--- src/rtl/mesi_bus_pkg.sv ---
// Shared types for the MESI snooping bus controller: FSM states, bus commands, cache line states.
package mesi_bus_pkg;

    typedef enum logic [2:0] {
        IDLE,
        SNOOP,
        WB,
        MEMRD,
        DONE
    } bus_state_t;

    typedef enum logic [1:0] {
        CMD_NONE,
        CMD_RD,
        CMD_RDX,
        CMD_UPGR
    } bus_cmd_t;

    typedef enum logic [1:0] {
        MESI_I,
        MESI_S,
        MESI_E,
        MESI_M
    } mesi_states_t;

endpackage

--- src/rtl/mesi_bus_ctrl_rr_arbiter.sv ---
// Combinational round-robin picker: first set request at or after ptr, wrapping; one-hot out.
// Zero latency, no state; an empty request vector yields an all-zero grant.
module rr_arbiter #(
    parameter int N  = 4,
    parameter int PW = 2
) (
    input  logic [N-1:0]  req,
    input  logic [PW-1:0] ptr,
    output logic [N-1:0]  gnt
);

    logic [N-1:0] rot;
    logic [N-1:0] first;
    logic         hit;

    // Rotate so ptr lands on bit 0, take the lowest set bit, rotate back.
    always_comb begin
        rot   = N'({req, req} >> ptr);
        first = '0;
        hit   = 1'b0;
        for (int i = 0; i < N; i++) begin
            if (rot[i] && !hit) begin
                first[i] = 1'b1;
                hit      = 1'b1;
            end
        end
        gnt = N'(({first, first} << ptr) >> N);
    end

endmodule

--- src/rtl/mesi_bus_ctrl.sv ---
// MESI bus controller: arbitrates BusRd/BusRdX/BusUpgr, broadcasts snoops, runs write-back or memory read.
// UPGR without flush completes SNOOP_CYCLES+1 cycles after the request is seen; memory phases wait on mem_ack.
module mesi_bus_ctrl
    import mesi_bus_pkg::*;
#(
    parameter int NUM_CACHES   = 4,
    parameter int SNOOP_CYCLES = 2
) (
    input  logic                  clk,
    input  logic                  rstb,
    input  logic [NUM_CACHES-1:0] req_rd,
    input  logic [NUM_CACHES-1:0] req_rdx,
    input  logic [NUM_CACHES-1:0] req_upgr,
    output logic [NUM_CACHES-1:0] grant,
    output logic                  snoop_rd,
    output logic                  snoop_rdx,
    output logic                  snoop_upgr,
    input  logic [NUM_CACHES-1:0] shared_in,
    input  logic [NUM_CACHES-1:0] flush_in,
    output logic                  c_out,
    output logic [NUM_CACHES-1:0] done,
    output logic                  mem_req,
    output logic                  mem_we,
    input  logic                  mem_ack,
    output logic                  err
);

    localparam int PW = (NUM_CACHES > 1) ? $clog2(NUM_CACHES) : 1;

    bus_state_t            state;
    bus_cmd_t              cmd;
    logic [NUM_CACHES-1:0] owner_oh;
    logic [PW-1:0]         owner_idx;
    logic [PW-1:0]         rr_ptr;
    logic [3:0]            cnt;
    logic                  shared_acc;
    logic [NUM_CACHES-1:0] flush_acc;
    logic                  err_q;
    logic                  started;

    logic [NUM_CACHES-1:0] req_any;
    logic [NUM_CACHES-1:0] arb_gnt;
    logic [PW-1:0]         arb_idx;
    bus_cmd_t              arb_cmd;
    logic [NUM_CACHES-1:0] flush_now;
    logic                  shared_now;
    logic                  snoop_last;

    assign req_any = req_rd | req_rdx | req_upgr;

    rr_arbiter #(
        .N  (NUM_CACHES),
        .PW (PW)
    ) u_arb (
        .req (req_any),
        .ptr (rr_ptr),
        .gnt (arb_gnt)
    );

    always_comb begin
        arb_idx = '0;
        for (int i = 0; i < NUM_CACHES; i++) begin
            if (arb_gnt[i]) begin
                arb_idx = PW'(i);
            end
        end
        if (|(req_rdx & arb_gnt)) begin
            arb_cmd = CMD_RDX;
        end else if (|(req_upgr & arb_gnt)) begin
            arb_cmd = CMD_UPGR;
        end else begin
            arb_cmd = CMD_RD;
        end
    end

    // Owner's own snoop responses are ignored; include this cycle so the exit decision sees it.
    assign flush_now  = flush_acc | (flush_in & ~owner_oh);
    assign shared_now = shared_acc | (|(shared_in & ~owner_oh));
    assign snoop_last = (cnt == 4'(SNOOP_CYCLES - 1));

    always_ff @(posedge clk or negedge rstb) begin
        if (!rstb) begin
            state      <= IDLE;
            cmd        <= CMD_NONE;
            owner_oh   <= '0;
            owner_idx  <= '0;
            rr_ptr     <= '0;
            cnt        <= '0;
            shared_acc <= 1'b0;
            flush_acc  <= '0;
            err_q      <= 1'b0;
            started    <= 1'b0;
        end else begin
            // Holds off arbitration for the first edge after reset release.
            started <= 1'b1;
            case (state)
                IDLE: begin
                    if (started && (|req_any)) begin
                        owner_oh   <= arb_gnt;
                        owner_idx  <= arb_idx;
                        cmd        <= arb_cmd;
                        cnt        <= '0;
                        shared_acc <= 1'b0;
                        flush_acc  <= '0;
                        state      <= SNOOP;
                    end
                end
                SNOOP: begin
                    shared_acc <= shared_now;
                    flush_acc  <= flush_now;
                    cnt        <= cnt + 4'd1;
                    if (snoop_last) begin
                        if (((flush_now & (flush_now - 1'b1)) != '0) ||
                            ((cmd == CMD_UPGR) && (|flush_now))) begin
                            err_q <= 1'b1;
                        end
                        if (|flush_now) begin
                            state <= WB;
                        end else if (cmd == CMD_UPGR) begin
                            state <= DONE;
                        end else begin
                            state <= MEMRD;
                        end
                    end
                end
                WB, MEMRD: begin
                    if (mem_ack) begin
                        state <= DONE;
                    end
                end
                DONE: begin
                    rr_ptr <= (owner_idx == PW'(NUM_CACHES - 1)) ? '0 : owner_idx + 1'b1;
                    state  <= IDLE;
                end
                default: state <= IDLE;
            endcase
        end
    end

    assign grant      = (state != IDLE) ? owner_oh : '0;
    assign snoop_rd   = (state == SNOOP) && (cmd == CMD_RD);
    assign snoop_rdx  = (state == SNOOP) && (cmd == CMD_RDX);
    assign snoop_upgr = (state == SNOOP) && (cmd == CMD_UPGR);
    assign mem_req    = (state == WB) || (state == MEMRD);
    assign mem_we     = (state == WB);
    assign done       = (state == DONE) ? owner_oh : '0;
    assign c_out      = (state == DONE) && (cmd == CMD_RD) && (shared_acc || (|flush_acc));
    assign err        = err_q;

endmodule

--- config.mk ---
export PLATFORM = sky130hd
export DESIGN_NAME = mesi_bus_ctrl
export DESIGN_NICKNAME = d
export VERILOG_FILES = /design/src/rtl/mesi_bus_pkg.sv /design/src/rtl/mesi_bus_ctrl_rr_arbiter.sv /design/src/rtl/mesi_bus_ctrl.sv
export SDC_FILE = /design/constraint.sdc
export NUM_CORES = 1
export LEC_CHECK = 0
export BUFFER_PORTS_ARGS = -buffer_cell sky130_fd_sc_hd__buf_2
export CAP_MARGIN = 20
export CORE_ASPECT_RATIO = 0.6
export CORE_UTILIZATION = 41
export DETAILED_ROUTE_END_ITERATION = 8
export PLACE_DENSITY = 0.72
export REMOVE_ABC_BUFFERS = 1
export SLEW_MARGIN = 20
export SYNTH_ARGS = -nofsm -noshare
export SYNTH_HDL_FRONTEND = slang
export SYNTH_SLANG_ARGS = --single-unit
export TNS_END_PERCENT = 5
--- constraint.sdc ---
create_clock -name clk -period 2.1 [get_ports clk]
set_input_delay 0.21 -clock clk [delete_from_list [all_inputs] [get_ports clk]]
set_output_delay 0.21 -clock clk [all_outputs]
set_load 0.01 [all_outputs]
==> results of run 1 <==
## worst register-to-register path, stage by stage, from the launching register on
cell and delay, ps:
dfrtp_1 490, or4_1 710, buf_4 220, a22o_1 230
## per-stage QoR
| stage | setup slack, ps | instance area [µm²] | std cells | util |
|---|---|---|---|---|
| after floorplan | 259.2 | 1420 | 161 | - |
| after global placement | 361.9 | 1707 | 249 | 0.5105 |
| after detailed placement | 350.1 | 1707 | 249 | 0.5105 |
| after CTS | 81.84 | 1772 | 254 | 0.5299 |
| after global routing | 7.595 | 1773 | 254 | 0.5303 |
| final | 106.0 | 1773 | 254 | 0.5303 |
## cells by family (layout without fill, tap and decap cells)
| logic type | after synthesis | after routing | share of synthesized area |
|---|---|---|---|
| AOI/OAI and AO/OA | 41 | 41 | 0.1944 |
| buffers and inverters | 18 | 59 | 0.06452 |
| DFF | 24 | 24 | 0.4075 |
| xor gates and xnor gates | 1 | 1 | 0.005943 |
| and+or+nand+nor | 79 | 79 | 0.2929 |
| adders and majority gates | 4 | 4 | 0.03226 |
| other | 1 | 1 | 0.002544 |
## placed cells by master, fill, tap and decap left out, drive strengths merged, types with 4 or more instances in the layout
cell / count
a21oi: 15
or3: 4
nand2: 20
dfrtp: 24
buf: 43
a22oi: 5
nor2: 21
nor2b: 5
clkbuf: 4
inv: 11
nor3: 9
o21ai: 9
nand3: 6
## registers in the layout (all words and copies together), names as in the netlist
| register | count |
|---|---|
| cmd | 2 |
| cnt | 4 |
| err | 1 |
| flush_acc | 4 |
| owner_idx | 2 |
| owner_oh | 4 |
| rr_ptr | 2 |
| shared_acc | 1 |
| started | 1 |
| state | 3 |
## final timing paths
check                      startpoint            to  depth (start not counted)
setup reg to reg             state[1]   owner_oh[0]                          3
setup / recovery             state[2]     snoop_rdx                          4
min in group asynchronous        rstb  flush_acc[3]                          2
max in group asynchronous        rstb      state[2]                          2
hold / removal                mem_ack      state[1]                          2
hold reg to reg                   err           err                          1
## report_power, final
part	leakage (µW)	total, µW	switching, µW	internal, µW
sequential	0.000286	873	220	653
combinational	0.000525	1010	579	431
clock	0.0000288	320	152	168
total	0.000840	2200	952	1250
## repair_timing
item	CTS	global route
gates resized for setup	0	1
hold endpoints to repair	24	0
hold buffers	1	0
setup endpoints to repair	0	1
## cell type report
cell class                 count  share of cell area
inverter                      11             0.02329
tap                           45             0.03176
timing repair buffer          44              0.1355
sequential                    24              0.3394
multi-input combinational    126              0.4390
clock buffer                   4             0.03105
## metal layers
layer  track usage  share of wire  vias to the layer above
met5             0              0                        -
met1        0.3329           0.52                      617
li1              -              -                      673
met4       0.01818              0                        0
met3       0.05094          0.080                        0
met2        0.2787           0.40                       60
==> metrics.yaml, run 1 <==
setup_path:
  r2r_setup_slack_ps: 340
  cp_max_fo: 7
  arrival_ps: 1780
  cp-end-kind: "output pin"
  slowest_delay_ps: 530
  crit_chain: "buf_4, or3_2, nor3b_1, buf_2"
  cpMaxStageDelayCell: "or3_2"
  critPathKind: "reg -> out"
  worstPathRequired_ps: 1890
  cp-start-kind: "flop"
  crit_family: "simple AND/OR/NAND/NOR gates"
  cp_num_buf_inv: 2
final_layout:
  seq_area_um2: 601.8
  diodes: 0
  fin_nets: 236
  synthToLayoutAreaGrowth_pct: 20.29
  fill_cells: 315
  drive_above_1_share: 0.3014
  multiInputGateArea_um2: 778.2
global_route:
  grt_util_all_layers: 0.2047
  grt_first_pass_wirelength_um: 6044
  grt_pass1_vias: 1265
  gr-total-overflow: 0
  grt_max_degree: 25
  antenna_found_initial: 0
yosys:
  synth.cell_area_um2: 1474
  synthArstFlopShare: 1.000
  synth_edf_count: 0
  ys.flop_type: "dfrtp_1"
  ys_ff_latch: 24
  syn_inst: 168
  ys_top_cells_by_count: "dfrtp_1 (24), nor2_1 (21), nand2_1 (19), a21oi_1 (15), inv_1 (11)"
  synth_top_area_cell: "dfrtp_1"
  synth_top_area_share: 0.4075
  synth_area_leaders: "dfrtp_1 (41%), nor2_1 (5.3%), a21oi_1 (5.1%)"
  ys_seq_area_frac: 0.4075
  synth_most_common_cell: "dfrtp_1"
  yosys_warnings: 0
  ys_types: 43
  synth.avg_cell_area_um2: 8.773
sta:
  fin_tns_setup_ps: 0
  slew_headroom: 0.6341
  tightest_slew_ps: 544.7
  fin_crit_sh: 0.9495
  fin_skew_ps: 5.649
  hold_viol_final: 0
  rsz0062_at_grt: "false"
  slew_violations: 0
  period_minus_slack_ps: 1994
  holdWs_ps: 164.1
  timing.fmax_mhz: 501.5
  finalSetupViolCount: 0
die:
  dieWidth_um: 79.41
  die_height_um: 48.44
  rows: 16
  top_level_ports: 38
  die_area_um2: 3846
  coreArea_um2: 3343
  start_util: 0.4409
clock_tree:
  cts_buffers: 3
  cts_tree: "built"
  cts_setup_buffers: 0
  htree_levels: 1
  cts_root_buf: "clkbuf_8"
  clk_path_buf_depth: 2
  clk_pin_slew_ps: 80
  clock_latency_ps: 270
  clock_sinks: 24
detailed_routing:
  firstDrtPassIters: 4
  avgRoutedWirePerCell_um: 13.92
  routed_wl_um: 3535
  drtIter0Drc: 122
  vias: 1350
  postRouteAntennaNets: 0
  drc: 0
  viasPerCell: 5.315
power_and_ir_drop:
  power.total_uw: 2203
  vdd.ir_drop.worst_uv: 727.6
  p_per_area_nw_per_um2: 1243
  leakage_uw: 0.0008398
place:
  numPortBuffers: 37
  place_hpwl_um: 2809
  globalplace.congestion: 0.9155
run_status:
  status: "finished clean"
flow_run:
  drv_cap: 0
min_path:
  hold_class: "in -> reg"
(Power assumes the default switching activity.)
==> run 2: changes to the inputs <==
GPL_TIMING_DRIVEN = 0   (was default)
SLEW_MARGIN = default   (was 20)
clock period = 2.3 ns   (was 2.1 ns; I/O delays follow)
==> run 2 against run 1 <==
Final area down 1.8%; hold slack better by 39 ps; worst setup slack better by 200 ps; sequential power down 8.0%; critical endpoint unchanged; combinational power down 14%; count of clock-buffer cells in the layout unchanged; largest power group unchanged.
==> metrics.yaml, run 2 (same netlist as run 1, synthesis figures left out) <==
flow_run:
  drv_cap: 0
die:
  coreArea_um2: 3343
  top_level_ports: 38
  rows: 16
  die_height_um: 48.44
  start_util: 0.4409
  dieWidth_um: 79.41
  die_area_um2: 3846
clock_tree:
  clock_latency_ps: 270
  clk_pin_slew_ps: 80
  clk_path_buf_depth: 2
  cts_buffers: 3
  cts_tree: "built"
  htree_levels: 1
  cts_root_buf: "clkbuf_8"
  clock_sinks: 24
setup_path:
  cpMaxStageDelayCell: "or3_2"
  reg2reg_from: "state[1]"
  cp_num_buf_inv: 2
  cp-end-kind: "output pin"
  worstPathRequired_ps: 2070
  slowest_delay_ps: 520
  endpoint: "snoop_rdx"
  crit_chain: "inv_1, or3_2, nor3b_1, buf_2"
  crit_family: "simple AND/OR/NAND/NOR gates"
  r2r_setup_slack_ps: 480
  startpoint: "state[0]"
  critical_path_depth: 4
  cp_max_fo: 7
  r2r_cells: 2
  cp-start-kind: "flop"
  arrival_ps: 1760
  critPathKind: "reg -> out"
  r2r-end: "owner_oh[0]"
global_route:
  antenna_found_initial: 0
  gr-total-overflow: 0
  grt_first_pass_wirelength_um: 5616
  grt_max_degree: 25
  grt_pass1_vias: 1206
  grt_util_all_layers: 0.1878
final_layout:
  final_area_um2: 1740
  final_common_cell: "buf_2"
  drive_above_1_share: 0.2843
  synthToLayoutAreaGrowth_pct: 18.08
  diodes: 0
  top_regs: "cnt (4), flush_acc (4), owner_oh (4)"
  fin_nets: 231
  layout_common_cells: "buf_2 (37), dfrtp_1 (24), nor2_1 (21)"
power_and_ir_drop:
  p_per_area_nw_per_um2: 1126
  leakage_uw: 0.0008182
  vdd.ir_drop.worst_uv: 489.6
detailed_routing:
  routed_wl_um: 3349
  postRouteAntennaNets: 0
  viasPerCell: 5.402
  drc: 0
  firstDrtPassIters: 4
  avgRoutedWirePerCell_um: 13.45
  vias: 1345
  drtIter0Drc: 103
sta:
  timing.fmax_mhz: 502.2
  fin_skew_ps: 5.709
  hold_viol_final: 0
  rsz0062_at_grt: "false"
  slew_violations: 0
  tightest_slew_ps: 627.5
  holdWs_ps: 202.7
  finalSetupViolCount: 0
  fin_crit_sh: 0.8657
  period_minus_slack_ps: 1991
  timing.final.ws_setup_ps: 308.9
  slew_headroom: 0.5794
run_status:
  status: "finished clean"
place:
  place_ws_ps: 303.1
  numPortBuffers: 37
  place_hpwl_um: 2613
  globalplace.congestion: 0.8641
  placed_area_um2: 1675
min_path:
  hold_class: "in -> reg"
-- run 2: changes by cell type in the layout (fill, tap and decap cells not counted) --
| cell | previous run | this run |
|---|---|---|
| nor4_1 | 2 | 1 |
| dfrtp_2 | 1 | 0 |
| nor4_2 | 0 | 1 |
| buf_4 | 6 | 1 |
| dfrtp_1 | 23 | 24 |
-- run 2: power by group --
part           switching (µW)  total (µW)  internal, µW
clock network             132         284           153
logic                     510         871           361
registers                 209         803           595
total                     850        1960          1110
-- run 2: final cells by class --
class,instances,area [µm²]
Fill cell,300,1603
Clock buffer,4,55.05
Multi-Input combinational cell,126,784.5
Inverter,11,41.29
Sequential cell,24,600.6
Timing Repair Buffer,39,202.7
Tap cell,45,56.30
-- run 2: what timing repair did --
item | 4_1_cts | 5_1_grt
hold buffers | 1 | 0
hold endpoints to repair | 24 | 0
buffers inserted | 0 | 0
resized for setup | 0 | 0
-- run 2: worst min-delay path by stage --
| stage | depth (start not counted) | start | to | slack [ps] |
|---|---|---|---|---|
| floorplan | 0 | rstb | cmd[0] | -70 |
| global placement | 1 | rstb | cnt[2] | 250 |
| detailed placement | 1 | rstb | cnt[3] | 240 |
| CTS | 2 | mem_ack | state[1] | 190 |
| global route | 2 | mem_ack | state[1] | 220 |
| finish | 2 | mem_ack | state[1] | 200 |
-- run 2: per-layer routing --
layer / share of wire / vias up / wire length (µm) / track usage
met4: 0.0024 / 0 / 8 / 0.02424
met2: 0.40 / 55 / 1344 / 0.2586
met3: 0.068 / 2 / 227 / 0.04340
met5: 0 / - / 0 / 0
met1: 0.53 / 624 / 1769 / 0.3016
li1: - / 664 / - / -
-- run 2: stage by stage --
step	util	setup TNS, ps	power [µW]	cells
finish	0.5206	0	1959	249
global route	0.5206	0	2116	249
CTS	0.5206	0	1955	249
detailed placement	0.5011	0	1665	244
global placement	0.4970	-165.3	1639	243
floorplan	-	0	1378	161
==> run 3: changes to the inputs <==
clock period = 2 ns   (was 2.3 ns; I/O delays follow)
==> run 3 against run 2 <==
Sequential power up 15%; core utilization up 0.15 points; largest power group unchanged; register-to-register slack worse by 310 ps; critical endpoint is now c_out; worst setup slack worse by 160 ps; hold slack worse by 30 ps.
==> metrics.yaml, run 3 (same netlist as run 1, synthesis figures left out) <==
run_status:
  status: "finished clean"
sta:
  tightest_slew_ps: 621.1
  slew_violations: 0
  period_minus_slack_ps: 1851
  timing.fmax_mhz: 540.2
  fin_skew_ps: 5.761
  fin_crit_sh: 0.9256
  slew_headroom: 0.5837
  timing.final.ws_setup_ps: 148.7
  hold_viol_final: 0
  rsz0062_at_grt: "false"
  holdWs_ps: 172.9
  finalSetupViolCount: 0
clock_tree:
  cts_root_buf: "clkbuf_8"
  cts_setup_buffers: 0
  htree_levels: 1
  clock_sinks: 24
  cts_tree: "built"
  clk_path_buf_depth: 2
  clk_pin_slew_ps: 80
  cts_buffers: 3
  clock_latency_ps: 270
detailed_routing:
  routed_wl_um: 3344
  avgRoutedWirePerCell_um: 13.43
  viasPerCell: 5.313
  firstDrtPassIters: 4
  vias: 1323
  drtIter0Drc: 90
  drc: 0
  postRouteAntennaNets: 0
final_layout:
  final_common_cell: "buf_2"
  top_regs: "cnt (4), flush_acc (4), owner_oh (4)"
  fin_nets: 231
  layout_common_cells: "buf_2 (37), dfrtp_1 (23), nor2_1 (21)"
  drive_above_1_share: 0.2892
  stdcell_count: 249
  synthToLayoutAreaGrowth_pct: 18.42
  diodes: 0
die:
  rows: 16
  coreArea_um2: 3343
  die_area_um2: 3846
  top_level_ports: 38
  dieWidth_um: 79.41
  start_util: 0.4409
  die_height_um: 48.44
setup_path:
  startpoint: "state[1]"
  cpMaxStageDelayCell: "dfrtp_1"
  endpoint: "c_out"
  cp_max_fo: 10
  worstPathRequired_ps: 1800
  arrival_ps: 1650
  cp_num_buf_inv: 1
  reg2reg_from: "state[1]"
  slowest_delay_ps: 510
  crit_family: "simple AND/OR/NAND/NOR gates"
  r2r_setup_slack_ps: 170
  crit_chain: "nor2_1, nand2_1, nor3_1, buf_2"
  r2r_cells: 2
  critPathKind: "reg -> out"
  cp-end-kind: "output pin"
  r2r-end: "owner_oh[0]"
  cp-start-kind: "flop"
  critical_path_depth: 4
power_and_ir_drop:
  leakage_uw: 0.0008176
  pwr-share-clk: 0.145
  seqPwrFrac: 0.409
  p_comb_frac: 0.446
  switching_share: 0.4331
  p_per_area_nw_per_um2: 1299
  p_sw_uw: 981.9
  power.total_uw: 2267
  vdd.ir_drop.worst_uv: 564.2
  internal-power_uw: 1285
min_path:
  hold_class: "in -> reg"
place:
  dp_cells: 244
  numPortBuffers: 37
  globalplace.congestion: 0.8641
  place_ws_ps: 33.08
  place_hpwl_um: 2613
flow_run:
  drv_cap: 0
global_route:
  gr-total-overflow: 0
  antenna_found_initial: 0
  grt_max_degree: 25
  grt_first_pass_wirelength_um: 5616
  grt_util_all_layers: 0.1878
  grt_pass1_vias: 1206
## run 3: cell counts in the layout (fill, tap and decap cells not counted)
No cell type changed its count.
## run 3: cell type report
class | instances | area [µm²]
Clock buffer | 4 | 55.05
Fill cell | 297 | 1598
Inverter | 11 | 41.29
Multi-Input combinational cell | 126 | 788.3
Sequential cell | 24 | 601.8
Tap cell | 45 | 56.30
Timing Repair Buffer | 39 | 202.7
## run 3: worst register-to-register path: cells and delay by family, from the launching register on
kind	cells	cell delay [ps]
compound gates	1	350
flops	1	510
simple gates	1	870
## run 3: repair_timing
item | in CTS | in global routing
hold endpoints to repair | 24 | 0
setup endpoints to repair | 0 | 1
hold buffers | 1 | 0
gates resized for setup | 0 | 2
## run 3: worst min path at each step
stage | start | to | slack [ps] | cells past startpoint
3_3_place_gp | rstb | cnt[2] | 220 | 1
2_1_floorplan | rstb | cmd[0] | -100 | 0
5_1_grt | mem_ack | state[1] | 190 | 2
3_5_place_dp | rstb | cnt[3] | 210 | 1
4_1_cts | mem_ack | state[1] | 160 | 2
6_report | mem_ack | state[1] | 170 | 2
## run 3: power by group through the flow
stage / Combinational [µW] / Clock, µW / Sequential [µW]
floorplan: 728 / 0 / 856
global placement: 969 / 0 / 916
detailed placement: 990 / 0 / 925
CTS: 998 / 332 / 918
global route: 1140 / 350 / 958
finish: 1010 / 329 / 926
## run 3: per-stage QoR
| stage | cell area [µm²] | setup TNS, ps | utilization |
|---|---|---|---|
| after CTS | 1740 | 0 | 0.5206 |
| after floorplan | 1420 | 0 | - |
| after global routing | 1745 | 0 | 0.5221 |
| after detailed placement | 1675 | 0 | 0.5011 |
| after global placement | 1662 | -2634 | 0.4970 |
| final | 1745 | 0 | 0.5221 |
## run 3: routing by layer
metal	GRT usage	vias up	wire [µm]
met5	0	-	0
li1	-	660	-
met2	0.2586	49	1328
met4	0.02424	0	8
met1	0.3016	612	1780
met3	0.04340	2	226
